<file path="config.mk">
export PLATFORM = sky130hd
export DESIGN_NAME = apb_cfg_slave_flat
export DESIGN_NICKNAME = d
export VERILOG_FILES = /design/src/rtl/apb_cfg_slave_pkg.sv /design/src/rtl/apb_cfg_slave_if.sv /design/src/rtl/apb_cfg_slave.sv /design/src/flat_wrapper.sv
export SDC_FILE = /design/constraint.sdc
export NUM_CORES = 1
export LEC_CHECK = 0
export BUFFER_PORTS_ARGS = -buffer_cell sky130_fd_sc_hd__buf_2
export CAP_MARGIN = 20
export CORE_MARGIN = 2
export CORE_UTILIZATION = 35
export CTS_BUF_LIST = sky130_fd_sc_hd__clkbuf_4
export DETAILED_ROUTE_END_ITERATION = 8
export SKIP_LAST_GASP = 1
export SYNTH_ARGS = -nofsm -noshare
export SYNTH_HDL_FRONTEND = slang
export SYNTH_SLANG_ARGS = --single-unit
</file>
<file path="constraint.sdc">
create_clock -name clk -period 3.7 [get_ports clk]
set_input_delay 0.555 -clock clk [delete_from_list [all_inputs] [get_ports clk]]
set_output_delay 0.555 -clock clk [all_outputs]
set_load 0.05 [all_outputs]
</file>
<file path="src/rtl/apb_cfg_slave_pkg.sv">
// Shared definitions for the accelerator configuration block: register offsets,
// STATUS bit positions and the APB completer state encoding.
package tpu_cfg_pkg;

    localparam int unsigned OFS_CTRL        = 32'h00;
    localparam int unsigned OFS_STATUS      = 32'h04;
    localparam int unsigned OFS_ADDR_A      = 32'h08;
    localparam int unsigned OFS_ADDR_B      = 32'h0C;
    localparam int unsigned OFS_ADDR_C      = 32'h10;
    localparam int unsigned OFS_CYCLE_COUNT = 32'h14;
    localparam int unsigned OFS_SCRATCH     = 32'h18;

    localparam int unsigned STATUS_BUSY_BIT = 0;
    localparam int unsigned STATUS_DONE_BIT = 1;
    localparam int unsigned CTRL_START_BIT  = 0;

    typedef enum logic [1:0] {
        ST_IDLE   = 2'd0,
        ST_SETUP  = 2'd1,
        ST_ACCESS = 2'd2
    } apb_state_t;

endpackage

</file>
<file path="src/rtl/apb_cfg_slave_if.sv">
// APB bus between the host-side requester and the configuration completer.
// The requester drives address/control/write data; the completer returns PRDATA/PREADY.
interface apb_cfg_slave_if #(
    parameter int ADDR_W = 8,
    parameter int DATA_W = 32
) ();
    logic [ADDR_W-1:0] PADDR;
    logic              PWRITE;
    logic              PSEL;
    logic              PENABLE;
    logic [DATA_W-1:0] PWDATA;
    logic [DATA_W-1:0] PRDATA;
    logic              PREADY;

    modport master (
        output PADDR, PWRITE, PSEL, PENABLE, PWDATA,
        input  PRDATA, PREADY
    );

    modport slave (
        input  PADDR, PWRITE, PSEL, PENABLE, PWDATA,
        output PRDATA, PREADY
    );
endinterface

</file>
<file path="src/rtl/apb_cfg_slave.sv">
// APB config/status registers for the matmul core; commits once on the SETUP->ACCESS edge.
// Zero wait states (PREADY = PSEL & PENABLE); PRDATA registered and held until the next read.
module apb_cfg_slave
    import tpu_cfg_pkg::*;
#(
    parameter int REG_ADDRWIDTH = 8,
    parameter int REG_DATAWIDTH = 32,
    parameter int AWIDTH        = 10
) (
    input  logic              clk,
    input  logic              resetn,
    apb_cfg_slave_if.slave    apb,
    input  logic              done_i,
    output logic              start_o,
    output logic [AWIDTH-1:0] addr_a_o,
    output logic [AWIDTH-1:0] addr_b_o,
    output logic [AWIDTH-1:0] addr_c_o
);

    apb_state_t               state;
    apb_state_t               state_nxt;
    logic                     commit;
    logic                     wr_commit;
    logic                     rd_commit;

    logic                     sel_ctrl, sel_status, sel_a, sel_b, sel_c, sel_cnt, sel_scratch;
    logic [REG_DATAWIDTH-1:0] rd_mux;
    logic                     start_accept;
    logic                     done_clear;

    logic                     busy;
    logic                     done;
    logic [REG_DATAWIDTH-1:0] cycle_count;
    logic [REG_DATAWIDTH-1:0] scratch;
    logic [REG_DATAWIDTH-1:0] prdata;
    logic [AWIDTH-1:0]        addr_a;
    logic [AWIDTH-1:0]        addr_b;
    logic [AWIDTH-1:0]        addr_c;

    assign apb.PREADY = apb.PSEL & apb.PENABLE;
    assign apb.PRDATA = prdata;
    assign addr_a_o   = addr_a;
    assign addr_b_o   = addr_b;
    assign addr_c_o   = addr_c;

    // An access phase seen straight from IDLE is a protocol violation: track it, never commit.
    always_comb begin
        state_nxt = state;
        commit    = 1'b0;
        case (state)
            ST_IDLE: begin
                if (apb.PSEL && apb.PENABLE)  state_nxt = ST_ACCESS;
                else if (apb.PSEL)            state_nxt = ST_SETUP;
            end
            ST_SETUP: begin
                if (!apb.PSEL) begin
                    state_nxt = ST_IDLE;
                end else if (apb.PENABLE) begin
                    state_nxt = ST_ACCESS;
                    commit    = 1'b1;
                end
            end
            ST_ACCESS: begin
                if (!apb.PSEL)                state_nxt = ST_IDLE;
                else if (!apb.PENABLE)        state_nxt = ST_SETUP;
            end
            default:                          state_nxt = ST_IDLE;
        endcase
    end

    assign wr_commit = commit &  apb.PWRITE;
    assign rd_commit = commit & ~apb.PWRITE;

    // Misaligned offsets never match a case item, so they fall through as unmapped.
    always_comb begin
        sel_ctrl    = 1'b0;
        sel_status  = 1'b0;
        sel_a       = 1'b0;
        sel_b       = 1'b0;
        sel_c       = 1'b0;
        sel_cnt     = 1'b0;
        sel_scratch = 1'b0;
        rd_mux      = '0;
        case (apb.PADDR)
            REG_ADDRWIDTH'(OFS_CTRL):        sel_ctrl = 1'b1;
            REG_ADDRWIDTH'(OFS_STATUS): begin
                sel_status               = 1'b1;
                rd_mux[STATUS_BUSY_BIT]  = busy;
                rd_mux[STATUS_DONE_BIT]  = done;
            end
            REG_ADDRWIDTH'(OFS_ADDR_A): begin
                sel_a  = 1'b1;
                rd_mux = REG_DATAWIDTH'(addr_a);
            end
            REG_ADDRWIDTH'(OFS_ADDR_B): begin
                sel_b  = 1'b1;
                rd_mux = REG_DATAWIDTH'(addr_b);
            end
            REG_ADDRWIDTH'(OFS_ADDR_C): begin
                sel_c  = 1'b1;
                rd_mux = REG_DATAWIDTH'(addr_c);
            end
            REG_ADDRWIDTH'(OFS_CYCLE_COUNT): begin
                sel_cnt = 1'b1;
                rd_mux  = cycle_count;
            end
            REG_ADDRWIDTH'(OFS_SCRATCH): begin
                sel_scratch = 1'b1;
                rd_mux      = scratch;
            end
            default: ;
        endcase
    end

    // Start uses the pre-edge busy, so a coincident done_i cannot re-arm a second pulse.
    assign start_accept = wr_commit & sel_ctrl & apb.PWDATA[CTRL_START_BIT] & ~busy;
    assign done_clear   = wr_commit & sel_status & apb.PWDATA[STATUS_DONE_BIT];

    always_ff @(posedge clk) begin
        if (!resetn) begin
            state       <= ST_IDLE;
            start_o     <= 1'b0;
            busy        <= 1'b0;
            done        <= 1'b0;
            cycle_count <= '0;
            scratch     <= '0;
            prdata      <= '0;
            addr_a      <= '0;
            addr_b      <= '0;
            addr_c      <= '0;
        end else begin
            state   <= state_nxt;
            start_o <= start_accept;

            if (start_accept)      busy <= 1'b1;
            else if (done_i)       busy <= 1'b0;

            if (done_i)            done <= 1'b1;
            else if (done_clear)   done <= 1'b0;

            if (start_accept)                    cycle_count <= '0;
            else if (busy && (cycle_count != '1)) cycle_count <= cycle_count + 1'b1;

            if (wr_commit) begin
                if (sel_a)       addr_a  <= apb.PWDATA[AWIDTH-1:0];
                if (sel_b)       addr_b  <= apb.PWDATA[AWIDTH-1:0];
                if (sel_c)       addr_c  <= apb.PWDATA[AWIDTH-1:0];
                if (sel_scratch) scratch <= apb.PWDATA;
            end

            if (rd_commit) prdata <= rd_mux;
        end
    end

endmodule

</file>
<file path="src/flat_wrapper.sv">
// flat-port wrapper written by rule: the top's interface ports become plain ports
module apb_cfg_slave_flat import tpu_cfg_pkg::*;
#(
    parameter int REG_ADDRWIDTH = 8,
    parameter int REG_DATAWIDTH = 32,
    parameter int AWIDTH        = 10
)
  (clk, resetn, done_i, start_o, addr_a_o, addr_b_o, addr_c_o, apb_PADDR, apb_PWRITE, apb_PSEL, apb_PENABLE, apb_PWDATA, apb_PRDATA, apb_PREADY);
  apb_cfg_slave_if #(.ADDR_W(8), .DATA_W(32)) apb_i ();
  input  logic clk;
  input  logic resetn;
  input  logic done_i;
  output logic start_o;
  output logic [AWIDTH-1:0] addr_a_o;
  output logic [AWIDTH-1:0] addr_b_o;
  output logic [AWIDTH-1:0] addr_c_o;
  input wire logic [$bits(apb_i.PADDR)-1:0] apb_PADDR;
  input wire logic [$bits(apb_i.PWRITE)-1:0] apb_PWRITE;
  input wire logic [$bits(apb_i.PSEL)-1:0] apb_PSEL;
  input wire logic [$bits(apb_i.PENABLE)-1:0] apb_PENABLE;
  input wire logic [$bits(apb_i.PWDATA)-1:0] apb_PWDATA;
  output wire logic [$bits(apb_i.PRDATA)-1:0] apb_PRDATA;
  output wire logic [$bits(apb_i.PREADY)-1:0] apb_PREADY;
  assign apb_i.PADDR = apb_PADDR;
  assign apb_i.PWRITE = apb_PWRITE;
  assign apb_i.PSEL = apb_PSEL;
  assign apb_i.PENABLE = apb_PENABLE;
  assign apb_i.PWDATA = apb_PWDATA;
  assign apb_PRDATA = apb_i.PRDATA;
  assign apb_PREADY = apb_i.PREADY;
  apb_cfg_slave #(.REG_ADDRWIDTH(REG_ADDRWIDTH), .REG_DATAWIDTH(REG_DATAWIDTH), .AWIDTH(AWIDTH)) u_core (.clk(clk), .resetn(resetn), .apb(apb_i), .done_i(done_i), .start_o(start_o), .addr_a_o(addr_a_o), .addr_b_o(addr_b_o), .addr_c_o(addr_c_o));
endmodule
</file>
# Word level (Yosys, flattened, before mapping)
# Cells that the tools add are included.
# classes
bitwise_logic,11
n_reduce_logical,12
addsub,1
eq_ne,12
mux,22
# op_table
op,count
30-bit one-hot mux with 5 select lines,1
"32-bit by 1-bit adder with 32-bit output, second input constant",1
"32-bit inequality test, second input constant",1
"8-bit by 5-bit == test with 1-bit output, second input constant",3
"8-bit by 4-bit == test with 1-bit output, second input constant",2
1-bit 2-to-1 mux,13
2-bit 2-to-1 mux,6
2-bit one-hot mux with 6 select lines,1
1-bit bitwise AND,8
"8-bit by 3-bit == test with 1-bit output, second input constant",1
8-bit logical NOT,1
2-bit AND reduction,4
"3-bit inequality test, second input constant",2
2-bit one-hot mux with 3 select lines,1
2-bit nonzero test,2
"3-bit by 2-bit inequality test with 1-bit output, second input constant",1
1-bit inverter,3
3-bit AND reduction,1
"2-bit by 1-bit == test with 1-bit output, second input constant",1
"2-bit == test, second input constant",1
1-bit logical AND,2
2-bit logical NOT,1
2-bit OR reduction,1
# totals
elab_cells,68
reg_bits,131
in_bits,46
out_inout_bits,64

# Depth between registers and ports, before layout
# Gate-level depths: netlist of run 1.
# depth
depth_word,8
mapped_depth,8

# Least setup slack after synthesis of run 1
# OpenSTA, ideal clock, no wires.
# synth_timing
path_type,input to register
from,input apb_PADDR[4]
to,register u_core.cycle_count[20]
n_path_buf,2
t_arrival_ns,2.006
cell_stages,6
path_slack_ns,1.568
required_time_ns,3.575
setup_ns,0.125
path_cell_list,or4b_2 > nor3_1 > a21bo_2 > buf_4 > buf_2 > a21oi_1
# synth_via
elab_chain_cells,6
# synth_rtl
item,line,rtl
from (decl),flat_wrapper.sv:17,input wire logic [$bits(apb_i.PADDR)-1:0] apb_PADDR;
8-bit logical NOT,apb_cfg_slave.sv:84,case (apb.PADDR)
1-bit 2-to-1 mux,apb_cfg_slave.sv:84,
1-bit bitwise AND (3 in a row),apb_cfg_slave.sv:116,assign start_accept = wr_commit & sel_ctrl & apb.PWDATA[CTRL_START_BIT] & ~busy;
2-bit OR reduction (no line),n/a,
to (signal assigned),apb_cfg_slave.sv:142,else if (busy && (cycle_count != '1)) cycle_count <= cycle_count + 1'b1;
to (decl),apb_cfg_slave.sv:33,logic [REG_DATAWIDTH-1:0] cycle_count;
# Every way passes these cells.
# A chain may end at the register's enable or synchronous reset.

# Worst setup path after layout of run 1
# layout_timing
from,register u_core.busy
to,register u_core.cycle_count[14]
# layout_via
elab_chain_cells,3
word_cells_on_any_way,4
cone_classes,2 x bitwise; 2 x reduce/logical
# layout_rtl
item,line,rtl
from (decl),apb_cfg_slave.sv:31,logic busy;
from (signal assigned),apb_cfg_slave.sv:123,busy <= 1'b0;
from (signal assigned),apb_cfg_slave.sv:135,if (start_accept) busy <= 1'b1;
from (signal assigned),apb_cfg_slave.sv:136,else if (done_i) busy <= 1'b0;
1-bit inverter,apb_cfg_slave.sv:116,
1-bit bitwise AND,apb_cfg_slave.sv:116,
2-bit OR reduction (no line),n/a,
# Several ways; a longest one is shown, not always the timed one.

==> summary.md, run 1 <==
| Metric | Value |
|---|---|
| P per Cell Area | `360.5 nW/um2` |
| Worst setup EP type | `flop` |
| Initial antenna violation count | `0` |
| Crit-path max FO | `31` |
| TritonCTS Buffers | `17` |
| Mapped Area | `5724 um2` |
| CP max stage delay | `0.70 ns` |
| Post-Route Setup TNS | `0 ns` |
| PortBufs | `109` |
| Post-synth EDFFs | `0` |
| Vias per cell | `5.510` |
| Tmin final | `2.537 ns` |
| Final hold slack | `0.2389 ns` |
| Min-Delay Path Class | `in -> reg` |
| Final setup fails | `0` |
| CP arrival | `2.99 ns` |
| Vias in the first global route | `5230` |
| Starting Density | `35.90%` |
| Drt total wl | `16820 um` |
| Layout Skew | `0.01807 ns` |
| Main combinational cell family by area after synthesis | `simple AND/OR/NAND/NOR gates` |
| Status | `finished clean` |
| Worst slew margin | `39.16%` |
| Critical path class | `reg -> reg` |
| Post-CTS Setup Bufs | `0` |
| Via count | `5284` |
| N_diodes | `0` |
| Ys flop type | `dfxtp_1` |
| YS warnings | `0` |
| Area leader, netlist | `dfxtp_1` |
| Design area | `6673 um2` |
| Delay-heaviest family, CP | `simple AND/OR/NAND/NOR gates` |
| GRT overflow | `0` |
| Final HPWL DP | `12010 um` |
| Leak pwr | `2.435 nW` |
| Post-Synth Simple-Gate Area | `25.16%` |
| Sequential cell area | `2623 um2` |
| Share of cells above drive strength 1 | `21.13%` |
| Die width | `131.9 um` |
| Final Hold Fails | `0` |
| CTS Buffer Depth | `2` |
| IO Count | `110` |
| Slew Limit Fails | `0` |
| Post-synth ARST share | `0%` |
| Fmax | `394.2 MHz` |
| CTS Root Cell | `clkbuf_4` |
| Post-synth top area share | `45.81%` |
| Clock transition at path regs | `0.11 ns` |
| Layout area overhead | `16.57%` |
| Nets@finish | `777` |
| XOR/XNOR Fraction of Synth Area | `1.071%` |
| Clk Latency, worst-skew pair | `0.56 ns` |
| Routed length per instance | `17.54 um` |
| Remaining DRCs | `0` |
| Largest net degree at the start of global routing | `96` |
| Final Cycle Share | `68.56%` |
| Number of synthesized register bits | `131` |
| Worst VDD drop | `207.3 uV` |
| FILL cells | `1642` |
| Register area share after synthesis | `45.81%` |
| DR iter-0 viols | `284` |
| Synthesized instance count | `639` |
| Post-DP Area | `6436 um2` |
| Startpoint Class | `flop` |
| GP Congestion | `0.8682` |
| Maximum level of the CTS H-tree | `4` |
| ANT nets after route | `0` |
| Worst endpoint required time | `4.15 ns` |
| Top-count cell post-synth | `dfxtp_1` |
| Synth Area in Compound Gates | `18.73%` |
| # hold bufs at CTS | `0` |
| DR pass1 iterations | `5` |
| Die height | `131.9 um` |
| Std-Cell Core Area | `15940 um2` |
| Netlist cell types | `49` |
| Buf/Inv on CP | `0` |
| Syn Nets | `686` |
| Synth Area in Adders | `0.2186%` |
| CTS tree | `built` |
| CP cell instances | `or4b_2 > nor3_1 > a21bo_2 > or4_1 > nand2_1` |
| Unrepaired setup endpoints after global routing | `no` |
| FP Rows | `46` |
| Die area | `17390 um2` |
| Slowest-stage cell, CP | `or4b_2` |
| Maxcap violations | `0` |
| Overall Global Routing Usage | `19.44%` |
| CTS resizes | `0` |
| Footprint of the multi-input gates | `2899 um2` |
| Mux share of post-synthesis cell area | `5.421%` |
| Mapped Avg Cell Area | `8.958 um2` |
| Post-synth top cells | `131 x dfxtp_1, 88 x nand2_1, 36 x a21oi_1` |
| Clk sinks | `131` |
| Tightest Pin Transition | `0.9126 ns` |
| Largest cells by area after synthesis | `dfxtp_1 46%, nand2_1 5.8%, mux2i_1 5.4%` |
| Global-route wire length before repair | `27280 um` |
flip-flops by register name (all words and copies together) (netlist names):
register and flops:
u_core.addr_a_o 10, u_core.addr_b_o 10, u_core.addr_c_o 10, u_core.apb.PRDATA 32, u_core.busy 1, u_core.cycle_count 32
u_core.done 1, u_core.scratch 32, u_core.start_o 1, u_core.state 2
path summary, 6_finish.rpt:
path | start | to | slack (ns) | cells after the start
max | u_core.busy$_SDFFE_PN0P_ | u_core.cycle_count[14]$_SDFFE_PP0P_ | 1.16 | 5
min reg2reg | u_core.scratch[12]$_SDFFE_PN0P_ | u_core.scratch[12]$_SDFFE_PN0P_ | 0.47 | 2
max reg2reg | u_core.busy$_SDFFE_PN0P_ | u_core.cycle_count[14]$_SDFFE_PP0P_ | 1.16 | 5
min | apb_PWDATA[25] | u_core.scratch[25]$_SDFFE_PN0P_ | 0.24 | 3
power by group:
group          internal [mW]  switching [mW]
Sequential              1.41         0.00295
Clock                  0.363           0.507
Combinational         0.0438          0.0733
Total                   1.82           0.583
through the flow:
| stage | power (mW) | utilization (%) | worst slack (ns) | instances |
|---|---|---|---|---|
| 2_1_floorplan | 1.515 | - | 1.568 | 639 |
| 3_3_place_gp | 1.565 | 40.20 | 0.9240 | 926 |
| 3_5_place_dp | 1.567 | 40.37 | 0.8423 | 927 |
| 4_1_cts | 2.418 | 41.85 | 1.167 | 959 |
| 5_1_grt | 2.493 | 41.85 | 1.040 | 959 |
| 6_report | 2.405 | 41.85 | 1.163 | 959 |
logic make-up (layout without fill, tap and decap cells):
kind of cell,count (synthesis),count (layout)
adder cells (fa/ha/maj),1,1
buffers and inverters,50,154
AO/OA/AOI/OAI,151,151
AND/OR/NAND/NOR,268,268
multiplexers,31,31
XOR/XNOR,7,7
flip-flops,131,131
worst min-delay path, delay by kind of cell:
kind,cells,cell delay [ns]
and+or+nand+nor,1,0.04
buffers and inverters,1,0.10
AOI/OAI and AO/OA,1,0.06
metal layers:
metal / vias up / track usage (%) / part of all wire, %
li1: 2526 / - / -
met3: 28 / 6.036 / 6.4
met2: 190 / 32.99 / 48
met4: 0 / 6.039 / 1.5
met1: 2540 / 23.56 / 44
met5: - / 0 / 0
cell type report:
class / instances / share of cell area [%]
clock buffers: 23 / 2.588
multi-input cells: 458 / 43.45
well taps: 216 / 4.050
clock inverters: 9 / 0.9563
flip-flops and latches: 131 / 39.30
repair buffers: 117 / 9.376
inverters: 5 / 0.2813
cells in the final DEF (no fill, tap or decap), types with 2 or more instances in the layout:
master,count
dfxtp_1,131
buf_2,109
nand2_1,88
a21oi_1,36
nor2_1,34
nor2b_1,33
a21boi_0,32
mux2i_1,31
nor3b_1,24
a221oi_1,24
clkbuf_4,23
o21ai_0,22
nand3_1,13
and3_1,10
a222oi_1,10
nand4_1,10
or4_1,10
and2_1,8
a32o_1,8
or3_1,8
buf_4,7
and4_1,6
o31ai_1,6
xnor2_1,6
nor3_1,5
inv_1,5
nor4_1,5
o211ai_1,5
clkinv_1,5
clkinv_2,3
or2_2,2
a31oi_1,2
Power figures use the tool's default switching activity.
==> run 2: changes to the inputs <==
ABC_AREA = 1   (was default)
clock period = 2.1 ns   (was 3.7 ns; I/O delays follow)
==> summary.md, run 2 <==
| Metric | Value |
|---|---|
| Die width | `137.8 um` |
| Largest net degree at the start of global routing | `68` |
| Post-synth top area share | `41.83%` |
| Unrepaired setup endpoints after global routing | `no` |
| Maximum level of the CTS H-tree | `4` |
| Remaining DRCs | `0` |
| Top-count cell post-synth | `nand2_1` |
| Tmin final | `1.894 ns` |
| CTS Root Cell | `clkbuf_4` |
| WL met2 | `8407 um` |
| Mapped Avg Cell Area | `6.845 um2` |
| Layout area overhead | `20.81%` |
| PortBufs | `109` |
| Startpoint Class | `flop` |
| Post-synth top cells | `241 x nand2_1, 131 x dfxtp_1, 124 x nor2_1` |
| Worst setup EP type | `flop` |
| Final Cycle Share | `90.18%` |
| Mapped Area | `6270 um2` |
| DR pass1 iterations | `5` |
| Met3 wire length | `785 um` |
| Global-route wire length before repair | `29850 um` |
| YS warnings | `0` |
| Share of cells above drive strength 1 | `19.83%` |
| Final HPWL DP | `13350 um` |
| Post-synth ARST share | `0%` |
| Die area | `19000 um2` |
| GP Congestion | `0.9149` |
| Post-CTS Setup Bufs | `0` |
| Starting Density | `36.00%` |
| Ys flop type | `dfxtp_1` |
| Std-Cell Core Area | `17420 um2` |
| Initial antenna violation count | `1` |
| Number of synthesized register bits | `131` |
| GRT overflow | `0` |
| CTS Buffer Depth | `2` |
| Min-Delay Path Class | `in -> reg` |
| Leak pwr | `3.239 nW` |
| Clk Latency, worst-skew pair | `0.57 ns` |
| Die height | `137.8 um` |
| Routed length per instance | `14.54 um` |
| Status | `finished clean` |
| Nets@finish | `1088` |
| M1 WL | `9140 um` |
| ANT nets after route | `0` |
| Vias in the first global route | `5802` |
| Most frequent cells in the layout | `241 x nand2_1, 131 x dfxtp_1, 124 x nor2_1` |
| Post-Route Setup TNS | `0 ns` |
| Crit-path max FO | `21` |
| Clock transition at path regs | `0.12 ns` |
| Syn Nets | `963` |
| Layout Skew | `0.02317 ns` |
| DR iter-0 viols | `473` |
| Vias per cell | `4.833` |
| Netlist cell types | `31` |
| Final Hold Fails | `0` |
| Top Metal Used | `met4` |
| Final hold slack | `0.02458 ns` |
| CTS tree | `built` |
| Commonest non-fill, non-tap cell in the layout | `nand2_1` |
| Slew Limit Fails | `0` |
| Largest cells by area after synthesis | `dfxtp_1 42%, nand2_1 14%, o21ai_0 9.2%` |
| Critical path class | `reg -> reg` |
| Post-synth EDFFs | `0` |
| Worst slew margin | `52.49%` |
| Worst endpoint required time | `2.59 ns` |
| Clk sinks | `131` |
| Via count | `6186` |
| IO Count | `110` |
| TritonCTS Buffers | `17` |
| Register area share after synthesis | `41.83%` |
| Area leader, netlist | `dfxtp_1` |
| FP Rows | `48` |
| Tightest Pin Transition | `0.7119 ns` |
| Drt total wl | `18610 um` |
| Synthesized instance count | `916` |
| Overall Global Routing Usage | `20.39%` |
| Maxcap violations | `0` |
| CP arrival | `2.38 ns` |
| Fmax | `528.1 MHz` |
| Worst VDD drop | `406.1 uV` |
| Final setup fails | `0` |
| P per Cell Area | `608.4 nW/um2` |
run 2: metal layers:
layer | global-route usage, % | vias to the layer above
met5 | 0 | -
met4 | 6.066 | 0
met3 | 4.010 | 22
met2 | 30.97 | 138
met1 | 29.12 | 2828
li1 | - | 3198
run 2: cell type report:
cell class | instances | area (um2)
clock inverter | 15 | 180.2
timing repair buffer | 149 | 925.9
fill | 1846 | 9842
inverter | 81 | 306.5
clock buffer | 17 | 127.6
multi-input combinational | 661 | 3128
sequential | 131 | 2623
antenna | 1 | 2.502
tap | 225 | 281.5
run 2: report_power, final:
| part | internal [mW] | total (mW) | switching [mW] |
|---|---|---|---|
| Combinational | 0.0870 | 0.227 | 0.140 |
| Clock | 0.833 | 1.88 | 1.05 |
| Sequential | 2.49 | 2.50 | 0.00557 |
| Total | 3.41 | 4.61 | 1.19 |
run 2: kinds of logic after synthesis:
| group | synth area share (%) |
|---|---|
| simple gates | 28.54 |
| flops | 41.83 |
| compound gates | 19.34 |
| buf+inv | 8.422 |
| fa+ha+maj | 0.1995 |
| xor+xnor | 1.676 |
run 2: timing repair:
item                                   in CTS  in global routing
endpoints found under the hold margin      17                  0
setup endpoints to repair                   0                  2
resized for setup                           0                  1
hold buffers                               17                  0
run 2: per-stage QoR:
step                      std cells  setup slack, ns  util [%]  total power, mW  area [um2]
after floorplan                 916           0.4478         -            2.668        6270
after global placement         1230           0.2592     40.72            2.760        7092
after detailed placement       1230           0.1864     40.72            2.759        7092
after CTS                      1279           0.1737     43.46            4.629        7570
after global routing           1280         0.009823     43.49            4.773        7575
final                          1280           0.2063     43.49            4.609        7575
run 2: final timing paths:
| kind | from | end | slack (ns) | depth (start not counted) |
|---|---|---|---|---|
| max | u_core.cycle_count[0]$_SDFFE_PP0P_ | u_core.cycle_count[3]$_SDFFE_PP0P_ | 0.21 | 10 |
| min | apb_PWDATA[19] | u_core.scratch[19]$_SDFFE_PN0P_ | 0.02 | 3 |
| max reg2reg | u_core.cycle_count[0]$_SDFFE_PP0P_ | u_core.cycle_count[3]$_SDFFE_PP0P_ | 0.21 | 10 |
| min reg2reg | u_core.scratch[1]$_SDFFE_PN0P_ | u_core.scratch[1]$_SDFFE_PN0P_ | 0.46 | 2 |
run 2: critical path, cell delays in order (launching register included):
cell and delay, ns:
dfxtp_1 0.43, ha_2 0.25, inv_1 0.09, nor2_4 0.16, nand2_4 0.09, nor2_8 0.15, nand2_4 0.10, nand2_8 0.17
buf_4 0.19, nand2_1 0.06, a21oi_1 0.13
